**src/rtl/p4_pkg.sv**
```systemverilog
// Shared constants, types and helpers for the p4_adder sparse-tree adder.
package p4_pkg;

  // Width of one carry-select block; the tree delivers one carry per block.
  localparam int BLOCK_BITS = 4;

  // Generate/propagate pair carried through the prefix tree.
  typedef struct packed {
    logic g;
    logic p;
  } gp_t;

  // Number of radix-2 prefix levels needed to span nbits positions.
  function automatic int tree_depth(input int nbits);
    return $clog2(nbits);
  endfunction

  // Prefix operator: combine a higher-order span with the adjacent lower one.
  function automatic gp_t gp_merge(input gp_t hi, input gp_t lo);
    gp_t r;
    r.g = hi.g | (hi.p & lo.g);
    r.p = hi.p & lo.p;
    return r;
  endfunction

endpackage

```
**src/rtl/p4_carry_gen.sv**
```systemverilog
// Sparse-tree carry generator: radix-2 prefix tree over all bit positions,
// tapped only at the block boundaries (bits 4k-1) to produce C4..C_NBITS.
// carries[0] is the raw carry-in.
module p4_carry_gen
  import p4_pkg::*;
#(
  parameter int NBITS = 32
) (
  input  logic [NBITS-1:0]            a,
  input  logic [NBITS-1:0]            b,
  input  logic                        cin,
  output logic [NBITS/BLOCK_BITS:0]   carries
);

  localparam int DEPTH = tree_depth(NBITS);
  localparam int NBLK  = NBITS / BLOCK_BITS;

  gp_t node   [NBITS];
  gp_t node_n [NBITS];

  // Bit-level g/p with cin folded into position 0, then log2(NBITS) prefix levels.
  always_comb begin
    for (int i = 0; i < NBITS; i++) begin
      node[i].g = a[i] & b[i];
      node[i].p = a[i] ^ b[i];
    end
    node[0].g = node[0].g | (node[0].p & cin);
    for (int i = 0; i < NBITS; i++) begin
      node_n[i] = node[i];
    end

    for (int l = 0; l < DEPTH; l++) begin
      for (int i = 0; i < NBITS; i++) begin
        if (i >= (1 << l)) begin
          node_n[i] = gp_merge(node[i], node[i - (1 << l)]);
        end else begin
          node_n[i] = node[i];
        end
      end
      for (int i = 0; i < NBITS; i++) begin
        node[i] = node_n[i];
      end
    end

    carries    = '0;
    carries[0] = cin;
    for (int k = 1; k <= NBLK; k++) begin
      carries[k] = node[k * BLOCK_BITS - 1].g;
    end
  end

endmodule

```
**src/rtl/p4_adder.sv**
```systemverilog
// Pentium-4-style sparse-tree adder with registered outputs (1-cycle latency).
// Optional macro P4_OVERFLOW_EN adds a registered signed-overflow flag ovf.
module p4_adder
  import p4_pkg::*;
#(
  parameter int NBITS = 32
) (
  input  logic             clk,
  input  logic             rst,
  input  logic [NBITS-1:0] a,
  input  logic [NBITS-1:0] b,
  input  logic             cin,
  output logic [NBITS-1:0] sum,
  output logic             cout
`ifdef P4_OVERFLOW_EN
  ,
  output logic             ovf
`endif
);

  localparam int NBLK = NBITS / BLOCK_BITS;

  if ((NBITS % BLOCK_BITS) != 0 || NBITS < 8) begin : g_bad_width
    $error("p4_adder: NBITS must be a multiple of 4 and at least 8");
  end

  logic [NBLK:0]      carries;
  logic [NBITS-1:0]   sum_nxt;
  logic               cout_nxt;
  logic [BLOCK_BITS-1:0] blk_s0;
  logic [BLOCK_BITS-1:0] blk_s1;

  p4_carry_gen #(.NBITS(NBITS)) u_carry_gen (
    .a       (a),
    .b       (b),
    .cin     (cin),
    .carries (carries)
  );

  // Carry-select sum: each block precomputes both carry-in cases, tree carry picks one.
  always_comb begin
    sum_nxt = '0;
    blk_s0  = '0;
    blk_s1  = '0;
    for (int k = 0; k < NBLK; k++) begin
      blk_s0 = a[k*BLOCK_BITS +: BLOCK_BITS] + b[k*BLOCK_BITS +: BLOCK_BITS];
      blk_s1 = a[k*BLOCK_BITS +: BLOCK_BITS] + b[k*BLOCK_BITS +: BLOCK_BITS]
               + {{(BLOCK_BITS-1){1'b0}}, 1'b1};
      sum_nxt[k*BLOCK_BITS +: BLOCK_BITS] = carries[k] ? blk_s1 : blk_s0;
    end
    cout_nxt = carries[NBLK];
  end

`ifdef P4_OVERFLOW_EN
  logic ovf_nxt;

  // Carry into the MSB is recovered from the MSB sum bit: c = s ^ a ^ b.
  always_comb begin
    ovf_nxt = carries[NBLK] ^ (sum_nxt[NBITS-1] ^ a[NBITS-1] ^ b[NBITS-1]);
  end

  // Overflow flag registered alongside the sum.
  always_ff @(posedge clk or posedge rst) begin
    if (rst) begin
      ovf <= 1'b0;
    end else begin
      ovf <= ovf_nxt;
    end
  end
`endif

  // Output registers; reset clears any in-flight result immediately.
  always_ff @(posedge clk or posedge rst) begin
    if (rst) begin
      sum  <= '0;
      cout <= 1'b0;
    end else begin
      sum  <= sum_nxt;
      cout <= cout_nxt;
    end
  end

endmodule

```
**config.mk**
```make
export PLATFORM = sky130hd
export DESIGN_NAME = p4_adder
export DESIGN_NICKNAME = d
export VERILOG_FILES = /design/src/rtl/p4_pkg.sv /design/src/rtl/p4_carry_gen.sv /design/src/rtl/p4_adder.sv
export SDC_FILE = /design/constraint.sdc
export NUM_CORES = 1
export LEC_CHECK = 0
export ABC_AREA = 1
export CAP_MARGIN = 20
export CORE_MARGIN = 10
export CORE_UTILIZATION = 47
export DETAILED_ROUTE_END_ITERATION = 16
export PLACE_DENSITY = 0.8
export SLEW_MARGIN = 30
export SYNTH_ARGS = -nofsm -noshare
export SYNTH_HDL_FRONTEND = slang
export SYNTH_SLANG_ARGS = --single-unit
```
**constraint.sdc**
```tcl
create_clock -name clk -period 1.1 [get_ports clk]
set_input_delay 0.22 -clock clk [delete_from_list [all_inputs] [get_ports clk]]
set_output_delay 0.22 -clock clk [all_outputs]
set_load 0.02 [all_outputs]
```
### After elaboration in Yosys (flattened, before gate mapping)

Cells that the tools add are included.

* register bits: 33
* output and inout port bits: 33
* word-level logic and storage cells: 206
* input port bits: 67

* bitwise gates (word level): 180
* mux-type cells: 8
* add/sub/neg operators: 16

Operators with widths (number)
* AND 1 bit: 106
* bitwise OR 1 bit: 42
* adder 4 x 1 -> 4 bit, second input constant: 8
* adder 4 bit: 8
* 2-to-1 mux 4 bit: 8
* XOR 1 bit: 32

### Depth between registers and ports, before layout

Gate-level depths: netlist of the first run.

* word-level depth: 13
* mapped depth: 14
* mapped depth without buffers: 14

### Cells and area by module

Synthesis of the first run repeated with hierarchy kept, for this count alone.

* cell total of the unflattened synthesis: 428
* area total of the unflattened synthesis: 3295.7 um^2

Modules (own cells, without submodules)
* p4_adder: cells an instance 302, times used 1, area each 2426.1 um^2
* p4_carry_gen: cells an instance 126, times used 1, area each 869.6 um^2

### Least setup slack after synthesis of the first run

Ideal clock, no wire load.

* kind: input-to-reg
* start: input port a[0]
* end: register sum[3]
* path slack: -0.498 ns
* data required time: 0.982 ns
* path buffers: 0
* stages on the path: 10
* data arrival time: 1.480 ns
* setup time: 0.118 ns
* path through: ha_1 -> inv_1 -> fa_1 -> inv_1 -> nand2_1 -> nor2_1 -> nand2_1 -> xnor2_1 -> xor2_1 -> inv_1

* longest elaborated chain between the ends: 3

Ends and longest elaborated chain
* from (decl): line p4_adder.sv:10 `input logic [NBITS-1:0] a,`
* adder 4 bit *: line p4_adder.sv:46, p4_adder.sv:47
* adder 4 x 1 -> 4 bit: line p4_adder.sv:48 `+ {{(BLOCK_BITS-1){1'b0}}, 1'b1};`
* 2-to-1 mux 4 bit *: line p4_adder.sv:49 `sum_nxt[k*BLOCK_BITS +: BLOCK_BITS] = carries[k] ? blk_s1 : blk_s0;`
* net sum_nxt[3]: line p4_adder.sv:28 `logic [NBITS-1:0] sum_nxt;`
* to (signal assigned): line p4_adder.sv:78 `sum <= sum_nxt;`
* to (decl): line p4_adder.sv:13 `output logic [NBITS-1:0] sum,`

The timed path passes the listed nets; every way through them passes the cells marked *.

### Worst setup path in the final report of the first run

* start: input port b[0]
* end: register sum[3]

* longest elaborated chain between the ends: 3

Ends and longest elaborated chain
* from (decl): line p4_adder.sv:11 `input logic [NBITS-1:0] b,`
* adder 4 bit *: line p4_adder.sv:46, p4_adder.sv:47
* adder 4 x 1 -> 4 bit: line p4_adder.sv:48
* 2-to-1 mux 4 bit *: line p4_adder.sv:49
* net sum_nxt[3]: line p4_adder.sv:28

Marked as above.

==> results of run 1 <==
==> final cells by class <==
class,instances,area [sq um]
Tap cell,77,96.3
Multi-Input combinational cell,290,3130
Sequential cell,33,826
Clock buffer,6,72.6
Clock inverter,2,10.0
Timing Repair Buffer,180,1440
Antenna cell,2,5.00
Inverter,70,278
Fill cell,220,457
==> state kept, by name (all words and copies together) (netlist names) <==
| signal | cells |
|---|---|
| sum | 32 |
| cout | 1 |
==> cell usage after synthesis, drive strengths merged <==
| cell | n | area, sq um |
|---|---|---|
| inv | 68 | 255 |
| a21oi | 13 | 80.1 |
| nor2 | 20 | 110 |
| or2 | 3 | 18.8 |
| nand4 | 3 | 33.8 |
| dfrtp | 33 | 826 |
| clkinv | 2 | 7.51 |
| ha | 40 | 500 |
| and2 | 1 | 7.51 |
| fa | 9 | 180 |
| a21o | 1 | 7.51 |
| xor2 | 12 | 105 |
| nand3 | 42 | 210 |
| o21ai | 9 | 45.0 |
| nand2 | 121 | 523 |
| nand3b | 2 | 15.0 |
| xnor2 | 13 | 114 |
| nor2b | 1 | 8.76 |
==> routing by layer <==
layer	GRT usage (%)	vias up
met5	0	-
met2	42.6	295
met1	21.8	1850
li1	-	1610
met4	8.04	0
met3	5.01	124
==> stage by stage <==
step	utilization [%]	setup TNS (ns)	cell area, sq um	instances	power [mW]
2_1_floorplan	-	-10.01	3370	393	3.27
3_3_place_gp	77.2	-32.49	4870	621	4.59
3_5_place_dp	77.2	-33.84	4870	621	4.69
4_1_cts	86.7	-7.03	5470	650	5.80
5_1_grt	92.8	-12.52	5860	660	6.87
6_report	92.8	-11.62	5860	660	6.60
==> kinds of logic after synthesis <==
logic type,synth area share [%]
buffers and inverters,8.62
DFF,27.1
adders and majority gates,22.3
xor gates and xnor gates,7.18
and+or+nand+nor,30.4
AOI/OAI and AO/OA,4.35
==> power breakdown <==
group / leakage (nW) / total [mW] / switching (mW) / internal [mW]
Sequential: 0.392 / 1.58 / 0.0973 / 1.49
Combinational: 2.42 / 4.07 / 2.30 / 1.77
Clock: 0.0450 / 0.948 / 0.508 / 0.440
==> worst max-delay path, cell delays in order <==
cell,delay (ns)
buf_8,0.08
ha_4,0.12
inv_2,0.04
fa_1,0.50
inv_1,0.12
nand2_1,0.08
nor2_1,0.12
nand2_1,0.11
xnor2_2,0.15
xor2_1,0.18
inv_1,0.05
==> how the worst max path moves through the flow <==
| stage | to | slack (ns) |
|---|---|---|
| finish | sum[3] | -0.49 |
| global route | sum[3] | -0.58 |
| CTS | sum[3] | -0.31 |
| detailed placement | sum[3] | -1.12 |
| global placement | sum[3] | -1.08 |
| floorplan | sum[3] | -0.48 |
==> repair_timing <==
item,4_1_cts,5_1_grt
resized for setup,462,88
pin swaps,116,73
setup buffers,21,11
endpoints found under the setup margin,66,32
gates cloned,0,0
==> summary.txt, run 1 <==
1st-pass router iterations: 7
Die area: 10100 sq um
Clk sink count: 33
Failing checks: setup timing
CTS tree: done
Worst path arrival time: 1.78 ns
Initial antenna violation count: 2
Netlist cell types: 28
Pleak: 2.85 nW
H-tree depth: 2
Syn Inst Count: 393
Core ar.: 6310 sq um
Slew @ Worst Pin: 0.256 ns
PwrDens: 1130 nW/um^2
Post-DP HPWL: 7.42 mm
I/O Buffers: 99
Status: complete, but fails checks
Crit end category: register
Count of nets after finishing: 696
Synth Area per Inst: 7.76 sq um
Worst setup SP type: input port
Commonest cells after routing, fill and taps aside: buf_4, buf_2, nand2_1, nand2_2
Via density: 5.88
WHS Path Cells: 3
WL/cell: 23.4 um
Max_cap viols: 0
Count of pins over their slew limit: 0
Seq/Total Area, Yosys: 27.1%
Final hold vios: 0
Slew HR: 82.9%
Max layer used: met4
Tmin final: 1.59 ns
Mapped Area: 3050 sq um
Setup WS post-layout: -0.487 ns
Ports: 100
Worst hold-check path type: in2reg
WS Path Type: in2reg
Initial core utilization: 48.3%
Die Span Y: 101 um
Largest net degree at the start of global routing: 34
Net Count, Synth: 509
Post-Route WL: 15.4 mm
Die Width: 101 um
Yosys Warn Count: 0
Pre-CTS setup slack: -1.12 ns
Setup-failing EPs final: 32
Hold endpoint: sum[1]
Worst hold start: cin
Hold_ws: 0.227 ns
# hold bufs at CTS: 0
Met2 wire len: 7.95 mm
FF+latch count, synth: 33
M1 WL: 4.88 mm
DR WL met3: 1.23 mm
Remaining DRCs: 0
CP Launch Point: b[0]
Fraction of layout cells with a size suffix above 1: 66.6%
Gr ovfl total: 0
1st-iter DRT viols: 272
Clock Path Buffers: 2
Via count: 3879
Post-DRT Antenna Nets: 0
Commonest non-fill, non-tap cell in the layout: buf_4
Reg clk slew, reported paths: 0.08 ns
CTS Buf Count: 5
Gr usage total: 21.9%
CP Data Required Time: 1.29 ns
Fin crit share: 144%
Routability Congestion: 0.849
Maximum vdd drop: 0.948 mV
Crit-path max FO: 2
First-pass GRT wire length: 17.9 mm
RSZ-0062 raised after global routing: yes
Vias in the first global route: 3700
Row cnt: 29
Peak Freq: 630 MHz
Root Driver: clkbuf_8
Area growth from synthesis to layout: 92.2%
Note: power is estimated with default switching activity, not from simulation.
==> inputs of run 2 (changes only) <==
--- a/config.mk
+++ b/config.mk
@@ -8,9 +8,9 @@
 export ABC_AREA = 1
 export CAP_MARGIN = 20
 export CORE_MARGIN = 10
-export CORE_UTILIZATION = 47
+export CORE_UTILIZATION = 43
 export DETAILED_ROUTE_END_ITERATION = 16
-export PLACE_DENSITY = 0.8
+export PLACE_DENSITY = 0.77
 export SLEW_MARGIN = 30
 export SYNTH_ARGS = -nofsm -noshare
 export SYNTH_HDL_FRONTEND = slang
==> constraint.sdc (replaced) <==
create_clock -name clk -period 1.41 [get_ports clk]
set_input_delay 0.282 -clock clk [delete_from_list [all_inputs] [get_ports clk]]
set_output_delay 0.282 -clock clk [all_outputs]
set_load 0.02 [all_outputs]
==> run 2 against run 1 <==
The flow still finishes with violations (setup timing). Sequential cell count unchanged. Power down 23%. Combinational power down 28%. First-iteration DRC count down 36%. Hold slack better by 0.051 ns. Critical path type unchanged. Largest cell class unchanged. Highest routed layer unchanged.
==> summary.txt, run 2 (synthesis gave the netlist of run 1 again) <==
1st-pass router iterations: 5
Post-Place Cells: 642
Switch share: 40.1%
Status: complete, but fails checks
Max FFs per register: 32
Die Span Y: 104 um
1st-iter DRT viols: 174
Post-DRT Antenna Nets: 0
Slew HR: 81.7%
Remaining DRCs: 0
Non-Filler Instances: 681
PwrDens: 872 nW/um^2
Commonest non-fill, non-tap cell in the layout: buf_4
Most common cell on crit path: nand2_1
Crit-path max FO: 4
Post-DP HPWL: 7.43 mm
CTS Buf Count: 5
Multi-input gate area: 2930 sq um
Commonest cells after routing, fill and taps aside: buf_4, nand2_1, dlygate4sd2_1, nand2_2
Hold_ws: 0.278 ns
Worst path arrival time: 1.84 ns
Die area: 10900 sq um
Setup WS post-layout: -0.193 ns
Count of pins over their slew limit: 0
Post-Route WL: 12.3 mm
Clk sink count: 33
Clock Path Buffers: 2
Pre-CTS setup slack: -0.925 ns
Largest stage delay, worst path: 0.42 ns
Maximum vdd drop: 0.526 mV
Via density: 5.16
RSZ-0062 raised after global routing: yes
CTS tree: done
Row cnt: 30
Failing checks: setup timing
Gr ovfl total: 0
Worst setup SP type: input port
H-tree depth: 2
Top reg by flops: sum
Comb pwr share: 57.4%
Slowest cell on crit path: clkdlybuf4s50_1
Via count: 3511
Tmin final: 1.60 ns
WS Path Type: in2reg
Int Pwr: 3.06 mW
Filler cell count: 354
Initial core utilization: 44.6%
Initial antenna violation count: 0
Die Width: 104 um
Max_cap viols: 0
Biggest regs: sum: 32 flops, cout: 1 flops
Fin Setup TNS: -2.56 ns
Seq. cell area: 826 sq um
Sequential share of power: 23.9%
First-pass GRT wire length: 16.4 mm
Setup-failing EPs final: 24
Vias in the first global route: 3589
Peak Freq: 624 MHz
Sw power: 2.05 mW
Fraction of layout cells with a size suffix above 1: 55.7%
Crit end category: register
Largest net degree at the start of global routing: 34
Reg clk slew, reported paths: 0.08 ns
Worst path cell trace: clkdlybuf4s50_1 > ha_1 > nand2_1 > nor2_1 > nand2_1 > a21oi_1 > nor2_1 > nand2_1
Total Power: 5.10 mW
Ports: 100
Final hold vios: 0
Root Driver: clkbuf_8
# hold bufs at CTS: 0
Routability Congestion: 0.848
Clock Power Share: 18.6%
I/O Buffers: 99
Count of nets after finishing: 700
Pleak: 2.85 nW
Worst hold-check path type: in2reg
Ant diodes: 0
Gr usage total: 17.9%
WL/cell: 18.1 um
Area growth from synthesis to layout: 92.0%
Fin crit share: 114%
CP Data Required Time: 1.65 ns
Slew @ Worst Pin: 0.276 ns
Core ar.: 6830 sq um
==> run 2: cell type report <==
class                           count  share of cell area [%]
Clock inverter                      3                   0.791
Timing Repair Buffer              184                    27.0
Inverter                           70                    4.79
Tap cell                           96                    2.05
Multi-Input combinational cell    290                    50.0
Sequential cell                    33                    14.1
Clock buffer                        5                    1.18
==> run 2: worst paths after layout <==
| path | slack [ns] | from | cells after the start | end |
|---|---|---|---|---|
| hold / removal | 0.28 | cin | 3 | sum[1] |
| min in group asynchronous | 0.32 | rst | 3 | sum[6] |
| max in group asynchronous | 0.90 | rst | 3 | sum[20] |
| setup / recovery | -0.19 | a[31] | 8 | cout |
==> run 2: power groups by stage <==
stage               combinational (mW)  clock, mW  sequential (mW)
finish                            2.93      0.951             1.22
CTS                               2.56      0.939             1.22
floorplan                         1.03          0             1.52
global placement                  2.33          0             1.25
detailed placement                2.41          0             1.24
global route                      3.13      0.995             1.24
==> run 2: timing repair <==
item	4_1_cts	5_1_grt
resized for setup	282	103
setup buffers	20	12
pin swaps	96	73
setup endpoints to repair	65	29
gates cloned	0	0
==> run 2: per-layer routing <==
layer	routed length, um	track usage [%]	vias to the layer above
met5	0	0	-
met4	540	4.77	0
met3	621	4.15	45
met2	6760	35.0	150
met1	4420	18.4	1697
li1	-	-	1619
==> run 2: critical path, delay by kind of cell <==
family | cells | cell delay (ns)
buffers and inverters | 1 | 0.42
adder cells (fa/ha/maj) | 1 | 0.36
AND/OR/NAND/NOR | 5 | 0.61
AO/OA/AOI/OAI | 1 | 0.16
==> run 2: stage by stage <==
step | instance area [sq um] | util [%]
3_3_place_gp | 4900 | 71.7
3_5_place_dp | 4900 | 71.7
4_1_cts | 5530 | 80.9
6_report | 5850 | 85.6
2_1_floorplan | 3370 | -
5_1_grt | 5850 | 85.6
==> inputs of run 3 (changes only) <==
--- a/config.mk
+++ b/config.mk
@@ -7,7 +7,7 @@
 export LEC_CHECK = 0
 export ABC_AREA = 1
 export CAP_MARGIN = 20
-export CORE_MARGIN = 10
+export CORE_MARGIN = 5
 export CORE_UTILIZATION = 43
 export DETAILED_ROUTE_END_ITERATION = 16
 export PLACE_DENSITY = 0.77
==> run 3 against run 2 <==
The flow still finishes with violations (setup timing). Clock power is 14% lower. Count of clock-buffer cells in the layout is 2 higher. Via count is 6.4% lower. Core utilization is 0.31 points lower. Final cell count is 1.3% lower. Global-route usage is 4.3 points higher. Sequential cell count stayed put. Critical endpoint is now sum[3]. Largest cell class unchanged.
==> summary.txt, run 3 (synthesis gave the netlist of run 1 again) <==
Status: complete, but fails checks
Failing checks: setup timing
Commonest cells after routing, fill and taps aside: buf_4, nand2_1, nand2_2, dlygate4sd2_1, inv_2
# hold bufs at CTS: 0
Crit-path max FO: 2
Largest net degree at the start of global routing: 34
Count of nets after finishing: 691
Slew HR: 79.7%
Fin Setup TNS: -1.87 ns
Biggest regs: sum: 32 flops, cout: 1 flops
Die Width: 94.2 um
Via density: 4.89
Maximum vdd drop: 0.543 mV
CP Data Required Time: 1.60 ns
Hold_ws: 0.308 ns
Fin crit share: 111%
Die area: 8870 sq um
First-pass GRT wire length: 15.7 mm
1st-pass router iterations: 4
Tmin final: 1.57 ns
Worst hold-check path type: in2reg
Most common cell on crit path: inv_1
Non-Filler Instances: 672
RSZ-0062 raised after global routing: yes
Peak Freq: 637 MHz
Pre-CTS setup slack: -0.888 ns
Core ar.: 6830 sq um
Post-DRT Antenna Nets: 0
Initial antenna violation count: 0
Die Span Y: 94.2 um
Final Util: 85.3%
Worst setup SP type: input port
Clock Path Buffers: 2
Row cnt: 30
Clk sink count: 33
1st-iter DRT viols: 67
Ports: 100
Root Driver: clkbuf_8
CTS tree: done
WS Path Type: in2reg
Crit end category: register
Post-DP HPWL: 6.93 mm
CTS Buf Count: 5
Routability Congestion: 0.820
Post-Route WL: 10.5 mm
Final hold vios: 0
Initial core utilization: 44.6%
Fraction of layout cells with a size suffix above 1: 57.1%
Remaining DRCs: 0
Ant diodes: 0
WL/cell: 15.6 um
Count of pins over their slew limit: 0
Via count: 3288
Commonest non-fill, non-tap cell in the layout: buf_4
PwrDens: 844 nW/um^2
Worst path arrival time: 1.76 ns
Vias in the first global route: 3548
Max_cap viols: 0
Setup-failing EPs final: 25
Setup WS post-layout: -0.159 ns
Area growth from synthesis to layout: 91.3%
I/O Buffers: 99
H-tree depth: 2
Reg clk slew, reported paths: 0.07 ns
Slowest cell on crit path: fa_1
Post-Place Cells: 642
Pleak: 2.83 nW
Worst path cell trace: buf_8 > ha_4 > inv_2 > fa_1 > inv_1 > nand2_1 > nor2_2 > nand2_2 > xnor2_2 > xor2_1 > inv_1
Gr ovfl total: 0
Slew @ Worst Pin: 0.304 ns
Top reg by flops: sum
Max FFs per register: 32
Largest stage delay, worst path: 0.49 ns
Gr usage total: 22.2%
## run 3: cell count changes in the layout (fill, tap and decap cells not counted), sizes merged, moves of 2 or more
cell,before,now
dlymetal6s2s,2,0
clkbuf,17,14
clkdlybuf4s15,11,20
buf,111,99
## run 3: timing repair
action | in CTS | in global routing
pin swaps | 96 | 60
setup endpoints to repair | 65 | 28
buffers inserted | 16 | 7
resized for setup | 300 | 91
## run 3: per-stage QoR
stage	cell area (sq um)	power (mW)
2_1_floorplan	3370	2.55
3_3_place_gp	4900	3.56
3_5_place_dp	4900	3.63
4_1_cts	5500	4.55
5_1_grt	5830	5.21
6_report	5830	4.92
## run 3: layout make-up
class / count / area (sq um)
repair buffers: 175 / 1500
well taps: 96 / 120
multi-input cells: 290 / 3020
inverters: 70 / 270
flip-flops and latches: 33 / 826
clock buffers: 7 / 96.3
fillers: 374 / 1000
clock inverters: 1 / 5.00
## run 3: final timing paths
check | start | to | slack, ns | cells past startpoint
worst max-delay path | b[0] | sum[3] | -0.16 | 11
worst min-delay path | cin | sum[1] | 0.31 | 3
max in group asynchronous | rst | sum[20] | 0.90 | 3
min in group asynchronous | rst | sum[16] | 0.32 | 3
## run 3: metal layers
| layer | wire [um] | track usage, % | vias to the layer above |
|---|---|---|---|
| li1 | - | - | 1600 |
| met1 | 3850 | 24.0 | 1566 |
| met4 | 344 | 6.86 | 0 |
| met5 | 0 | 0 | - |
| met3 | 427 | 3.85 | 32 |
| met2 | 5850 | 43.3 | 90 |
## run 3: worst max-delay path, delay by kind of cell
kind	cells	cell delay [ns]
xor gates and xnor gates	2	0.34
adders and majority gates	2	0.61
buffers and inverters	4	0.26
and+or+nand+nor	3	0.28
## run 3: power by group
group,leakage [nW],total [mW],switching [mW],internal (mW)
clock,0.0542,0.822,0.380,0.442
sequential,0.392,1.22,0.0639,1.16
combinational,2.38,2.88,1.53,1.35
total,2.83,4.92,1.98,2.95
